==> src/rtl/mem_arbiter_pkg.sv <==
// Shared types and defaults for the two-port memory arbiter.
// State encoding, requester IDs and default word/address widths.
package mem_arbiter_pkg;

    localparam int unsigned DefBits = 32;
    localparam int unsigned DefAddr = 9;

    typedef enum logic [1:0] {
        StIdle  = 2'd0,
        StIssue = 2'd1,
        StWait  = 2'd2,
        StResp  = 2'd3
    } state_e;

    typedef enum logic {
        PortIf = 1'b0,
        PortD  = 1'b1
    } port_e;

endpackage

==> src/rtl/mem_arbiter_if.sv <==
// Bundle of the fetch port, data port and memory-side signals of the arbiter.
// slave is the arbiter's view; master is the requester/memory side.
interface mem_arbiter_if
    import mem_arbiter_pkg::*;
#(
    parameter int unsigned BITS = DefBits,
    parameter int unsigned ADDR = DefAddr
);

    logic            ifReq;
    logic [ADDR-1:0] ifAddr;
    logic [BITS-1:0] ifRdata;
    logic            ifAck;

    logic            dReq;
    logic            dWrite;
    logic [ADDR-1:0] dAddr;
    logic [BITS-1:0] dWdata;
    logic [BITS-1:0] dRdata;
    logic            dAck;

    logic            ramRead;
    logic            ramWrite;
    logic [ADDR-1:0] ramAddress;
    logic [BITS-1:0] ramDataIn;
    logic [BITS-1:0] ramDataOut;

    modport slave (
        input  ifReq, ifAddr,
        output ifRdata, ifAck,
        input  dReq, dWrite, dAddr, dWdata,
        output dRdata, dAck,
        output ramRead, ramWrite, ramAddress, ramDataIn,
        input  ramDataOut
    );

    modport master (
        output ifReq, ifAddr,
        input  ifRdata, ifAck,
        output dReq, dWrite, dAddr, dWdata,
        input  dRdata, dAck,
        input  ramRead, ramWrite, ramAddress, ramDataIn,
        output ramDataOut
    );

endinterface

==> src/rtl/rr_pick2.sv <==
// Combinational two-request round-robin pick.
// On a tie the port that did not win last time is chosen.
module rr_pick2
    import mem_arbiter_pkg::*;
(
    input  logic  req0,
    input  logic  req1,
    input  port_e last_grant,
    output port_e grant,
    output logic  valid
);

    always_comb begin
        valid = req0 | req1;
        grant = PortIf;
        if (req0 && req1) begin
            grant = (last_grant == PortIf) ? PortD : PortIf;
        end else if (req1) begin
            grant = PortD;
        end
    end

endmodule

==> src/rtl/mem_arbiter.sv <==
// Arbitrates an instruction-fetch port and a load/store port onto one
// single-ported memory with registered reads; all outputs are registered.
module mem_arbiter
    import mem_arbiter_pkg::*;
#(
    parameter int unsigned BITS = DefBits,
    parameter int unsigned ADDR = DefAddr
) (
    input  logic          clk,
    input  logic          clr,
    mem_arbiter_if.slave  bus,
    output logic          busy
);

    state_e          state_q, state_d;
    port_e           winner_q, winner_d;
    port_e           last_grant_q, last_grant_d;
    logic            write_q, write_d;

    logic            ram_read_q, ram_read_d;
    logic            ram_write_q, ram_write_d;
    logic [ADDR-1:0] ram_addr_q, ram_addr_d;
    logic [BITS-1:0] ram_din_q, ram_din_d;
    logic            if_ack_q, if_ack_d;
    logic            d_ack_q, d_ack_d;
    logic [BITS-1:0] if_rdata_q, if_rdata_d;
    logic [BITS-1:0] d_rdata_q, d_rdata_d;
    logic            busy_q, busy_d;

    port_e           pick_grant;
    logic            pick_valid;

    rr_pick2 u_pick (
        .req0       (bus.ifReq),
        .req1       (bus.dReq),
        .last_grant (last_grant_q),
        .grant      (pick_grant),
        .valid      (pick_valid)
    );

    // Output registers are loaded with the values of the state being entered,
    // so the memory strobes and acks line up with ISSUE and RESP respectively.
    always_comb begin
        state_d      = state_q;
        winner_d     = winner_q;
        last_grant_d = last_grant_q;
        write_d      = write_q;
        ram_read_d   = 1'b0;
        ram_write_d  = 1'b0;
        ram_addr_d   = ram_addr_q;
        ram_din_d    = ram_din_q;
        if_ack_d     = 1'b0;
        d_ack_d      = 1'b0;
        if_rdata_d   = if_rdata_q;
        d_rdata_d    = d_rdata_q;

        unique case (state_q)
            StIdle: begin
                if (pick_valid) begin
                    winner_d     = pick_grant;
                    last_grant_d = pick_grant;
                    state_d      = StIssue;
                    if (pick_grant == PortIf) begin
                        ram_addr_d = bus.ifAddr;
                        write_d    = 1'b0;
                    end else begin
                        ram_addr_d = bus.dAddr;
                        write_d    = bus.dWrite;
                    end
                    ram_read_d  = ~write_d;
                    ram_write_d = write_d;
                    if (write_d) begin
                        ram_din_d = bus.dWdata;
                    end
                end
            end
            StIssue: begin
                if (write_q) begin
                    state_d = StResp;
                    if (winner_q == PortIf) begin
                        if_ack_d = 1'b1;
                    end else begin
                        d_ack_d = 1'b1;
                    end
                end else begin
                    state_d = StWait;
                end
            end
            StWait: begin
                state_d = StResp;
                if (winner_q == PortIf) begin
                    if_rdata_d = bus.ramDataOut;
                    if_ack_d   = 1'b1;
                end else begin
                    d_rdata_d = bus.ramDataOut;
                    d_ack_d   = 1'b1;
                end
            end
            StResp: begin
                state_d = StIdle;
            end
            default: begin
                state_d = StIdle;
            end
        endcase

        busy_d = (state_d != StIdle);
    end

    always_ff @(posedge clk) begin
        if (clr) begin
            state_q      <= StIdle;
            winner_q     <= PortIf;
            last_grant_q <= PortD;
            write_q      <= 1'b0;
            ram_read_q   <= 1'b0;
            ram_write_q  <= 1'b0;
            ram_addr_q   <= '0;
            ram_din_q    <= '0;
            if_ack_q     <= 1'b0;
            d_ack_q      <= 1'b0;
            if_rdata_q   <= '0;
            d_rdata_q    <= '0;
            busy_q       <= 1'b0;
        end else begin
            state_q      <= state_d;
            winner_q     <= winner_d;
            last_grant_q <= last_grant_d;
            write_q      <= write_d;
            ram_read_q   <= ram_read_d;
            ram_write_q  <= ram_write_d;
            ram_addr_q   <= ram_addr_d;
            ram_din_q    <= ram_din_d;
            if_ack_q     <= if_ack_d;
            d_ack_q      <= d_ack_d;
            if_rdata_q   <= if_rdata_d;
            d_rdata_q    <= d_rdata_d;
            busy_q       <= busy_d;
        end
    end

    assign bus.ramRead    = ram_read_q;
    assign bus.ramWrite   = ram_write_q;
    assign bus.ramAddress = ram_addr_q;
    assign bus.ramDataIn  = ram_din_q;
    assign bus.ifAck      = if_ack_q;
    assign bus.dAck       = d_ack_q;
    assign bus.ifRdata    = if_rdata_q;
    assign bus.dRdata     = d_rdata_q;
    assign busy           = busy_q;

endmodule

==> src/flat_wrapper.sv <==
// flat-port wrapper written by rule: the top's interface ports become plain ports
module mem_arbiter_flat import mem_arbiter_pkg::*;
#(
    parameter int unsigned BITS = DefBits,
    parameter int unsigned ADDR = DefAddr
)
  (clk, clr, busy, bus_ifReq, bus_ifAddr, bus_ifRdata, bus_ifAck, bus_dReq, bus_dWrite, bus_dAddr, bus_dWdata, bus_dRdata, bus_dAck, bus_ramRead, bus_ramWrite, bus_ramAddress, bus_ramDataIn, bus_ramDataOut);
  mem_arbiter_if #(.BITS(BITS), .ADDR(ADDR)) bus_i ();
  input  logic clk;
  input  logic clr;
  output logic busy;
  input wire logic [$bits(bus_i.ifReq)-1:0] bus_ifReq;
  input wire logic [$bits(bus_i.ifAddr)-1:0] bus_ifAddr;
  output wire logic [$bits(bus_i.ifRdata)-1:0] bus_ifRdata;
  output wire logic [$bits(bus_i.ifAck)-1:0] bus_ifAck;
  input wire logic [$bits(bus_i.dReq)-1:0] bus_dReq;
  input wire logic [$bits(bus_i.dWrite)-1:0] bus_dWrite;
  input wire logic [$bits(bus_i.dAddr)-1:0] bus_dAddr;
  input wire logic [$bits(bus_i.dWdata)-1:0] bus_dWdata;
  output wire logic [$bits(bus_i.dRdata)-1:0] bus_dRdata;
  output wire logic [$bits(bus_i.dAck)-1:0] bus_dAck;
  output wire logic [$bits(bus_i.ramRead)-1:0] bus_ramRead;
  output wire logic [$bits(bus_i.ramWrite)-1:0] bus_ramWrite;
  output wire logic [$bits(bus_i.ramAddress)-1:0] bus_ramAddress;
  output wire logic [$bits(bus_i.ramDataIn)-1:0] bus_ramDataIn;
  input wire logic [$bits(bus_i.ramDataOut)-1:0] bus_ramDataOut;
  assign bus_i.ifReq = bus_ifReq;
  assign bus_i.ifAddr = bus_ifAddr;
  assign bus_ifRdata = bus_i.ifRdata;
  assign bus_ifAck = bus_i.ifAck;
  assign bus_i.dReq = bus_dReq;
  assign bus_i.dWrite = bus_dWrite;
  assign bus_i.dAddr = bus_dAddr;
  assign bus_i.dWdata = bus_dWdata;
  assign bus_dRdata = bus_i.dRdata;
  assign bus_dAck = bus_i.dAck;
  assign bus_ramRead = bus_i.ramRead;
  assign bus_ramWrite = bus_i.ramWrite;
  assign bus_ramAddress = bus_i.ramAddress;
  assign bus_ramDataIn = bus_i.ramDataIn;
  assign bus_i.ramDataOut = bus_ramDataOut;
  mem_arbiter #(.BITS(BITS), .ADDR(ADDR)) u_core (.clk(clk), .clr(clr), .bus(bus_i), .busy(busy));
endmodule
==> config.mk <==
export PLATFORM = sky130hd
export DESIGN_NAME = mem_arbiter_flat
export DESIGN_NICKNAME = d
export VERILOG_FILES = /design/src/rtl/mem_arbiter_pkg.sv /design/src/rtl/mem_arbiter_if.sv /design/src/rtl/rr_pick2.sv /design/src/rtl/mem_arbiter.sv /design/src/flat_wrapper.sv
export SDC_FILE = /design/constraint.sdc
export NUM_CORES = 1
export LEC_CHECK = 0
export ABC_AREA = 0
export CAP_MARGIN = 20
export CORE_MARGIN = 3
export CORE_UTILIZATION = 42
export CTS_BUF_LIST = sky130_fd_sc_hd__clkbuf_16
export CTS_CLUSTER_DIAMETER = 50
export CTS_CLUSTER_SIZE = 8
export DETAILED_ROUTE_END_ITERATION = 8
export PLACE_DENSITY = 0.9
export SYNTH_ARGS = -nofsm -noshare
export SYNTH_HDL_FRONTEND = slang
export SYNTH_SLANG_ARGS = --single-unit
==> constraint.sdc <==
create_clock -name clk -period 1.8 [get_ports clk]
set_input_delay 0.36 -clock clk [delete_from_list [all_inputs] [get_ports clk]]
set_output_delay 0.36 -clock clk [all_outputs]
set_load 0.01 [all_outputs]
==> run metrics, run 1 <==
1st-pass router iterations=4; Max clock buf depth=2; num rows=36; Port Buffers=196; CP Class=reg2out; cts bufs inserted=17; Multi-input gate area=1930 um2; crit path launch type=flop; CTS clk-pin slew, worst paths=0.05 ns; GP Congestion=0.782; Initial DRC Count=218; Netlist Area Pre-Place=4450 um2; combinational power share=28.5%; worst reg2reg path depth=5; vias in the first global route=4,400; Period minus WS final=1.66 ns; arrival time at the worst endpoint=1.30 ns; FF+latch area=2300 um2; Setup Viol. Count Final=0; outcome=finished, final reports clean; Clock Latency Late Sink=0.39 ns; max-cap violations=0; slowest CP cell=clkdlybuf4s50_1; Pint=6080 uW; Switching Power=2620 uW; num ports=197; die extent in x=109 um; CTS resizes=0; first-pass GRT wire length=20.8 mm; Synth Register Bits=115; Max Clk Rate=0.603 GHz; Post-CTS Setup Bufs=0; Residual DRC=0; critical path depth in cells=1; Max-slew headroom=63.0%; fin area=7080 um2; die area=11,900 um2; Overall Power=8690 uW; overall routing resource usage=22.0%; Post-DP HPWL=9.36 mm; fin crit share=92.1%; dpl cell area=6540 um2; setup slack, reg-to-reg=0.27 ns; wirelength, routed=12.9 mm; cell count after synthesis=513; Synthesized Nets=604; sequential area share after synthesis=51.8%; CP endpoint=bus_ramDataIn[13]; gr ovfl total=0; Hold Fails Final Rpt=0; CTS tree=built; critical-path cell list=clkdlybuf4s50_1; root buf cell=clkbuf_16; Layout fillers=718; vias per inst=4.96; clk sink count=115; Initial Utilization=44.3%; Worst Setup SP=u_core.bus.ramDataIn[13]; Worst setup EP type=output port; Area Overhead vs Synth=59.2%; max incr delay on CP=0.57 ns; worst-margin pin slew=0.555 ns; post-route antenna net violation count=0; H-tree depth=4; crit-path max FO=2; largest net degree at the start of global routing=71; r2r startpoint=u_core.state_q[0]; Leak=0.00253 uW; switching share of power=30.1%; unrepaired setup endpoints after global routing=false; Mapped Avg Cell Area=8.67 um2; P per Cell Area=1230 nW/um2; synth warn=0; Routed WL per cell=15.1 um; Req. time, crit path=1.44 ns; Die H=109 um; clock network power share=35.2%; Peak VDD IR=0.714 mV; crit-path leading delay family=buffers and inverters; initial antenna violation count=1; via count=4,244; Buf/Inv on CP=1; worst hold path class=reg2reg; share of layout cells above drive strength 1=7.21%; worst r2r dst=u_core.busy; fin. max-slew vios=0; hold_sp=u_core.bus.ifRdata[6]; Post-CTS Hold Fix Bufs=0; Core Region=10,000 um2; Final Util=70.5%; fin nets=799; sequential share of power=36.3%; Setup Skew=0.00993 ns; Cell variety after synth=27
[flip-flops by register name (all words and copies together) (netlist names), 2 cells and up]
name / flops
u_core.bus.dRdata: 32
u_core.bus.ifRdata: 32
u_core.bus.ramAddress: 9
u_core.bus.ramDataIn: 32
u_core.state_q: 2
[cell families (layout without fill, tap and decap cells)]
kind of cell | after synthesis | count (layout) | synth area share [%]
AND/OR/NAND/NOR | 228 | 228 | 23.3
flip-flops | 115 | 115 | 51.8
AO/OA/AOI/OAI | 93 | 93 | 11.5
buffers and inverters | 41 | 249 | 5.04
multiplexers | 32 | 32 | 7.20
adder cells (fa/ha/maj) | 4 | 4 | 1.13
other | 0 | 1 | 0
[cell type report]
class                           instances  share of cell area, %
Multi-Input combinational cell        357                   27.2
Sequential cell                       115                   32.5
Antenna cell                            1                 0.0353
Tap cell                              133                   2.35
Clock buffer                           17                   6.01
Clock inverter                         15                   1.66
Inverter                                3                  0.159
Timing Repair Buffer                  214                   30.1
[placed cells by master (no fill, tap or decap), drive strengths merged, types with 6 or more instances in the layout]
| cell | count |
|---|---|
| dfxtp | 115 |
| mux2i | 32 |
| nor2 | 14 |
| a21oi | 75 |
| nand2b | 65 |
| buf | 19 |
| nand2 | 142 |
| clkinvlp | 6 |
| a211oi | 10 |
| clkinv | 7 |
| clkdlybuf4s50 | 195 |
| clkbuf | 17 |
[worst min path at each step]
stage	slack (ns)	cells past startpoint	endpoint
finish	0.45	2	u_core.bus.ifRdata[6]
CTS	0.43	2	u_core.state_q[0]
detailed placement	0.45	2	u_core.bus.dRdata[17]
global route	0.47	2	u_core.state_q[0]
global placement	0.44	2	u_core.bus.ifRdata[23]
floorplan	0.44	2	u_core.write_q
[cells in the mapped netlist]
cell / number / area share [%]
ha_1: 4 / 1.1
nor2b_1: 2 / 0.28
and3_1: 2 / 0.28
a211o_1: 1 / 0.20
dfxtp_1: 115 / 52
nand2b_1: 65 / 9.1
nor2_1: 14 / 1.2
or4b_2: 1 / 0.23
mux2i_1: 32 / 7.2
o21ai_0: 2 / 0.23
a22oi_1: 1 / 0.17
nand2_1: 142 / 12
buf_1: 1 / 0.084
clkbuf_1: 22 / 1.9
a21o_1: 1 / 0.17
a21bo_2: 1 / 0.23
buf_6: 1 / 0.25
clkbuf_2: 1 / 0.11
a21boi_2: 1 / 0.25
nand3_1: 1 / 0.11
buf_12: 3 / 1.4
o21a_1: 1 / 0.17
a21oi_1: 75 / 8.4
buf_2: 10 / 1.1
inv_1: 3 / 0.25
a211oi_1: 10 / 1.7
and2_1: 1 / 0.14
[through the flow]
step / TNS, ns / setup slack (ns) / instances / hold WS, ns
after global routing: 0 / 0.0815 / 855 / 0.467
final: 0 / 0.143 / 855 / 0.453
after global placement: -0.0156 / -0.0156 / 822 / 0.441
after floorplan: 0 / 0.381 / 513 / 0.437
after detailed placement: -1.11 / -0.102 / 822 / 0.447
after CTS: 0 / 0.115 / 854 / 0.435
[metal layers]
metal | GRT usage, % | wire length, um | part of all wire [%]
met5 | 0 | 0 | 0
met4 | 7.94 | 229 | 1.8
met3 | 8.35 | 1130 | 8.8
met2 | 38.0 | 6320 | 49
met1 | 24.7 | 5220 | 40
[power groups by stage]
stage | registers [uW] | logic (uW) | clock network, uW
detailed placement | 3210 | 2480 | 0
global placement | 3190 | 2390 | 0
CTS | 3160 | 2490 | 3120
floorplan | 3340 | 1100 | 0
finish | 3160 | 2480 | 3060
global route | 3200 | 2710 | 3240
No activity file was read; power rests on OpenSTA's default activity.
==> inputs of run 2 (changes only) <==
==> constraint.sdc (replaced) <==
create_clock -name clk -period 2.1 [get_ports clk]
set_input_delay 0.42 -clock clk [delete_from_list [all_inputs] [get_ports clk]]
set_output_delay 0.42 -clock clk [all_outputs]
set_load 0.01 [all_outputs]
==> run 2 against run 1 <==
  * Non-clock buffer count down 6
  * Largest cell class unchanged
  * Critical path type unchanged
  * Combinational power down 15%
  * Sequential power down 14%
  * Clock power fell by 8.8%
  * Sequential share of layout area up 0.14 points
  * First-iteration DRC count grew 5.0%
==> run metrics, run 2 (synthesis results as in run 1) <==
1st-pass router iterations=4 (unchanged); CTS clk-pin slew, worst paths=0.05 ns (about the same); Setup Viol. Count Final=0 (unchanged); Port Buffers=196 (unchanged); fin area=7050 um2 (was 7080 um2); Residual DRC=0 (unchanged); n_diodes=0 (was 1); pre-CTS WS=0.151 ns (was -0.102 ns); Fin Setup TNS=0 ns (unchanged); num ports=197 (unchanged); Setup Skew=0.00660 ns (was 0.00993 ns); P per Cell Area=1080 nW/um2 (was 1230 nW/um2); GP Congestion=0.793 (was 0.782); Hold Fails Final Rpt=0 (unchanged); dpl cell area=6480 um2 (was 6540 um2); critical-path cell list=clkdlybuf4s50_1 (unchanged); num rows=36 (unchanged); CTS resizes=0 (unchanged); Max-slew headroom=55.2% (was 63.0%); H-tree depth=4 (unchanged); overall routing resource usage=21.8% (was 22.0%); Post-CTS Setup Bufs=0 (unchanged); clk sink count=115 (unchanged); Core Region=10,000 um2 (unchanged); post-route antenna net violation count=0 (unchanged); Die H=109 um (unchanged); die extent in x=109 um (unchanged); Worst setup EP type=output port (unchanged); CTS tree=built (unchanged); Max Clk Rate=0.581 GHz; CP Class=reg2out (unchanged); Overall Power=7600 uW (was 8690 uW); commonest non-fill, non-tap cell in the layout=clkdlybuf4s50_1 (unchanged); fin crit share=82.0%; Max clock buf depth=2 (unchanged); vias per inst=4.90 (was 4.96); slowest CP cell=clkdlybuf4s50_1 (unchanged); Initial Utilization=44.3% (unchanged); cts bufs inserted=17 (unchanged); Buf/Inv on CP=1 (unchanged); first-pass GRT wire length=20.4 mm (was 20.8 mm); fin. max-slew vios=0 (unchanged); share of layout cells above drive strength 1=6.16% (was 7.21%); initial antenna violation count=0 (was 1); Post-DP HPWL=9.14 mm (was 9.36 mm); Post-CTS Hold Fix Bufs=0 (unchanged); outcome=finished, final reports clean (unchanged); Peak VDD IR=0.666 mV (was 0.714 mV); max incr delay on CP=0.57 ns (about the same); fin worst setup slack=0.378 ns (was 0.143 ns); largest net degree at the start of global routing=82 (was 71); fin nets=793 (was 799); Final Util=70.2% (was 70.5%); Leak=0.00253 uW (about the same); arrival time at the worst endpoint=1.30 ns (about the same); most frequent cells in the layout=clkdlybuf4s50_1 (195), nand2_1 (142), dfxtp_1 (115) (unchanged); worst-margin pin slew=0.673 ns (was 0.555 ns); Req. time, crit path=1.68 ns (was 1.44 ns); Period minus WS final=1.72 ns; gr ovfl total=0 (unchanged); crit path launch type=flop (unchanged); Area Overhead vs Synth=58.6% (was 59.2%); vias in the first global route=4,232 (was 4,400); die area=11,900 um2 (unchanged); crit-path max FO=2 (unchanged); Initial DRC Count=229 (was 218); via count=4,147 (was 4,244); unrepaired setup endpoints after global routing=false (unchanged); Clock Latency Late Sink=0.39 ns (about the same); Routed WL per cell=15.1 um (about the same); root buf cell=clkbuf_16 (unchanged); crit-path leading delay family=buffers and inverters (unchanged); wirelength, routed=12.8 mm (was 12.9 mm); worst hold path class=reg2reg (unchanged); max-cap violations=0 (unchanged)
-- run 2: changes by cell type in the layout (fill, tap and decap cells not counted) --
cell and delta:
clkinv_1 -1, clkinvlp_4 -4, bufinv_16 +2, clkinv_2 +1, buf_4 -5, diode_2 -1
inv_6 -1, inv_1 +2, buf_12 -1
-- run 2: final cells by class --
cell class	instances	area, um2
fillers	743	2990
inverters	3	11.3
clock buffers	17	425
clock inverters	14	148
repair buffers	208	2070
well taps	133	166
flip-flops and latches	115	2300
multi-input cells	357	1930
-- run 2: per-stage QoR --
step / hold slack [ns] / cells
2_1_floorplan: 0.437 / 513
3_3_place_gp: 0.442 / 816
3_5_place_dp: 0.446 / 816
4_1_cts: 0.452 / 847
5_1_grt: 0.470 / 847
6_report: 0.451 / 847
-- run 2: worst paths after layout --
check	to	cells after the start	start	slack (ns)
min reg2reg	u_core.bus.dRdata[13]	2	u_core.bus.dRdata[13]	0.45
max reg2reg	u_core.bus.ifRdata[27]	6	u_core.state_q[0]	0.43
min	u_core.bus.dRdata[13]	2	u_core.bus.dRdata[13]	0.45
max	bus_ifRdata[29]	1	u_core.bus.ifRdata[29]	0.38
-- run 2: report_power, final --
part	internal, uW	switching (uW)	leakage (uW)	total, uW
clock network	1830	961	0.000283	2790
logic	1070	1030	0.00131	2100
registers	2520	190	0.000934	2710
total	5420	2180	0.00253	7600
-- run 2: routing by layer --
metal	vias up	GRT usage [%]	wire length [um]
li1	2044	-	-
met5	-	0	0
met3	13	6.99	1040
met1	1937	25.0	5170
met4	0	7.39	184
met2	153	38.1	6420
==> inputs of run 3 (changes only) <==
==> constraint.sdc (replaced) <==
create_clock -name clk -period 1.6 [get_ports clk]
set_input_delay 0.32 -clock clk [delete_from_list [all_inputs] [get_ports clk]]
set_output_delay 0.32 -clock clk [all_outputs]
set_load 0.01 [all_outputs]
==> run 3 against run 2 <==
  * First-iteration DRC count fell by 7.9%
  * Setup slack got worse by 0.34 ns
  * Die area did not move
  * Sequential power rose by 30%
  * Clock-buffer cell count did not move
==> run metrics, run 3 (synthesis results as in run 1) <==
Period minus WS final=1.56 ns; critical path depth in cells=1 (unchanged); Post-DP HPWL=9.33 mm (was 9.14 mm); setup slack, reg-to-reg=0.05 ns (was 0.43 ns); initial antenna violation count=0 (unchanged); largest net degree at the start of global routing=82 (unchanged); crit-path leading delay family=buffers and inverters (unchanged); vias per inst=4.98 (was 4.90); Post-CTS Setup Bufs=0 (unchanged); Core Region=10,000 um2 (unchanged); commonest non-fill, non-tap cell in the layout=nand2_1 (was clkdlybuf4s50_1); worst-margin pin slew=0.660 ns (was 0.673 ns); fin worst setup slack=0.0404 ns (was 0.378 ns); Placed Cells=821 (was 816); Clock Latency Late Sink=0.40 ns (was 0.39 ns); root buf cell=clkbuf_16 (unchanged); overall routing resource usage=21.7% (was 21.8%); gr ovfl total=0 (unchanged); Req. time, crit path=1.28 ns (was 1.68 ns); Routed WL per cell=15.1 um (about the same); Hold Fails Final Rpt=0 (unchanged); Worst setup EP type=output port (unchanged); worst hold path class=reg2reg (unchanged); H-tree depth=4 (unchanged); wirelength, routed=12.9 mm (was 12.8 mm); CP Class=reg2out (unchanged); max-cap violations=0 (unchanged); P per Cell Area=1390 nW/um2 (was 1080 nW/um2); CTS tree=built (unchanged); Setup Viol. Count Final=0 (unchanged); outcome=finished, final reports clean (unchanged); Multi-input gate area=1930 um2 (about the same); share of layout cells above drive strength 1=7.64% (was 6.16%); via count=4,251 (was 4,147); die extent in x=109 um (unchanged); critical-path cell list=clkdlybuf4s50_1 (unchanged); fin. max-slew vios=0 (unchanged); die area=11,900 um2 (unchanged); Area Overhead vs Synth=59.3% (was 58.6%); Max clock buf depth=2 (unchanged); Max Clk Rate=0.641 GHz; Peak VDD IR=0.816 mV (was 0.666 mV); num rows=36 (unchanged); max incr delay on CP=0.54 ns (was 0.57 ns); vias in the first global route=4,267 (was 4,232); Initial DRC Count=211 (was 229); fin nets=798 (was 793); crit path launch type=flop (unchanged); pre-CTS WS=-0.212 ns (was 0.151 ns); Initial Utilization=44.3% (unchanged); Port Buffers=196 (unchanged); cts bufs inserted=17 (unchanged); CTS clk-pin slew, worst paths=0.06 ns (was 0.05 ns); fin area=7080 um2 (was 7050 um2); Buf/Inv on CP=1 (unchanged); Die H=109 um (unchanged); Final Util=70.5% (was 70.2%); Overall Power=9840 uW (was 7600 uW); unrepaired setup endpoints after global routing=false (unchanged); num ports=197 (unchanged); Residual DRC=0 (unchanged); most frequent cells in the layout=nand2_1 (142), dfxtp_1 (115), dlygate4sd2_1 (90) (was clkdlybuf4s50_1 (195), nand2_1 (142), dfxtp_1 (115)); first-pass GRT wire length=20.3 mm (was 20.4 mm); hold path depth=2 (unchanged); FF+latch area=2300 um2 (unchanged); Leak=0.00328 uW (was 0.00253 uW); arrival time at the worst endpoint=1.24 ns (was 1.30 ns); GP Congestion=0.774 (was 0.793); slowest CP cell=clkdlybuf4s50_1 (unchanged); post-route antenna net violation count=0 (unchanged); n_diodes=0 (unchanged); 1st-pass router iterations=5 (was 4); clk sink count=115 (unchanged); fin crit share=97.5%; Non-Filler Instances=853 (was 847); Max-slew headroom=56.0% (was 55.2%); Setup Skew=0.00865 ns (was 0.00660 ns); worst reg2reg path depth=5 (was 6); dpl cell area=6570 um2 (was 6480 um2); Layout fillers=800 (was 743); crit-path max FO=1 (was 2)
==> run 3: area by class of cell <==
class                           count  share of cell area [%]
Clock inverter                     15                    2.24
Timing Repair Buffer              213                    29.5
Multi-Input combinational cell    357                    27.2
Sequential cell                   115                    32.5
Tap cell                          133                    2.35
Clock buffer                       17                    6.00
Inverter                            3                   0.159
==> run 3: report_power, final <==
| group | total [uW] | internal, uW | switching (uW) |
|---|---|---|---|
| combinational | 2640 | 1250 | 1390 |
| clock | 3670 | 2300 | 1360 |
| sequential | 3530 | 3310 | 227 |
==> run 3: final timing paths <==
| path | startpoint | endpoint |
|---|---|---|
| setup reg to reg | u_core.state_q[0] | u_core.busy |
| setup / recovery | u_core.bus.ramRead | bus_ramRead |
| hold / removal | u_core.bus.dRdata[5] | u_core.bus.dRdata[5] |
| hold reg to reg | u_core.bus.dRdata[5] | u_core.bus.dRdata[5] |
==> run 3: routing by layer <==
metal	routed length, um	GRT usage [%]
met4	114	7.57
met2	6540	38.3
met1	5110	24.5
met5	0	0
met3	1150	7.22
==> run 3: stage by stage <==
stage                     hold slack [ns]  setup TNS, ns
final                               0.448              0
after global routing                0.470              0
after CTS                           0.428              0
after detailed placement            0.447          -6.59
after global placement              0.441          -4.33
after floorplan                     0.420              0
==> run 3: timing repair <==
item                                   4_1_cts  5_1_grt
setup endpoints to repair                   90       25
gates resized for setup                     90       19
hold buffers                                 0        0
endpoints found under the hold margin        0        0
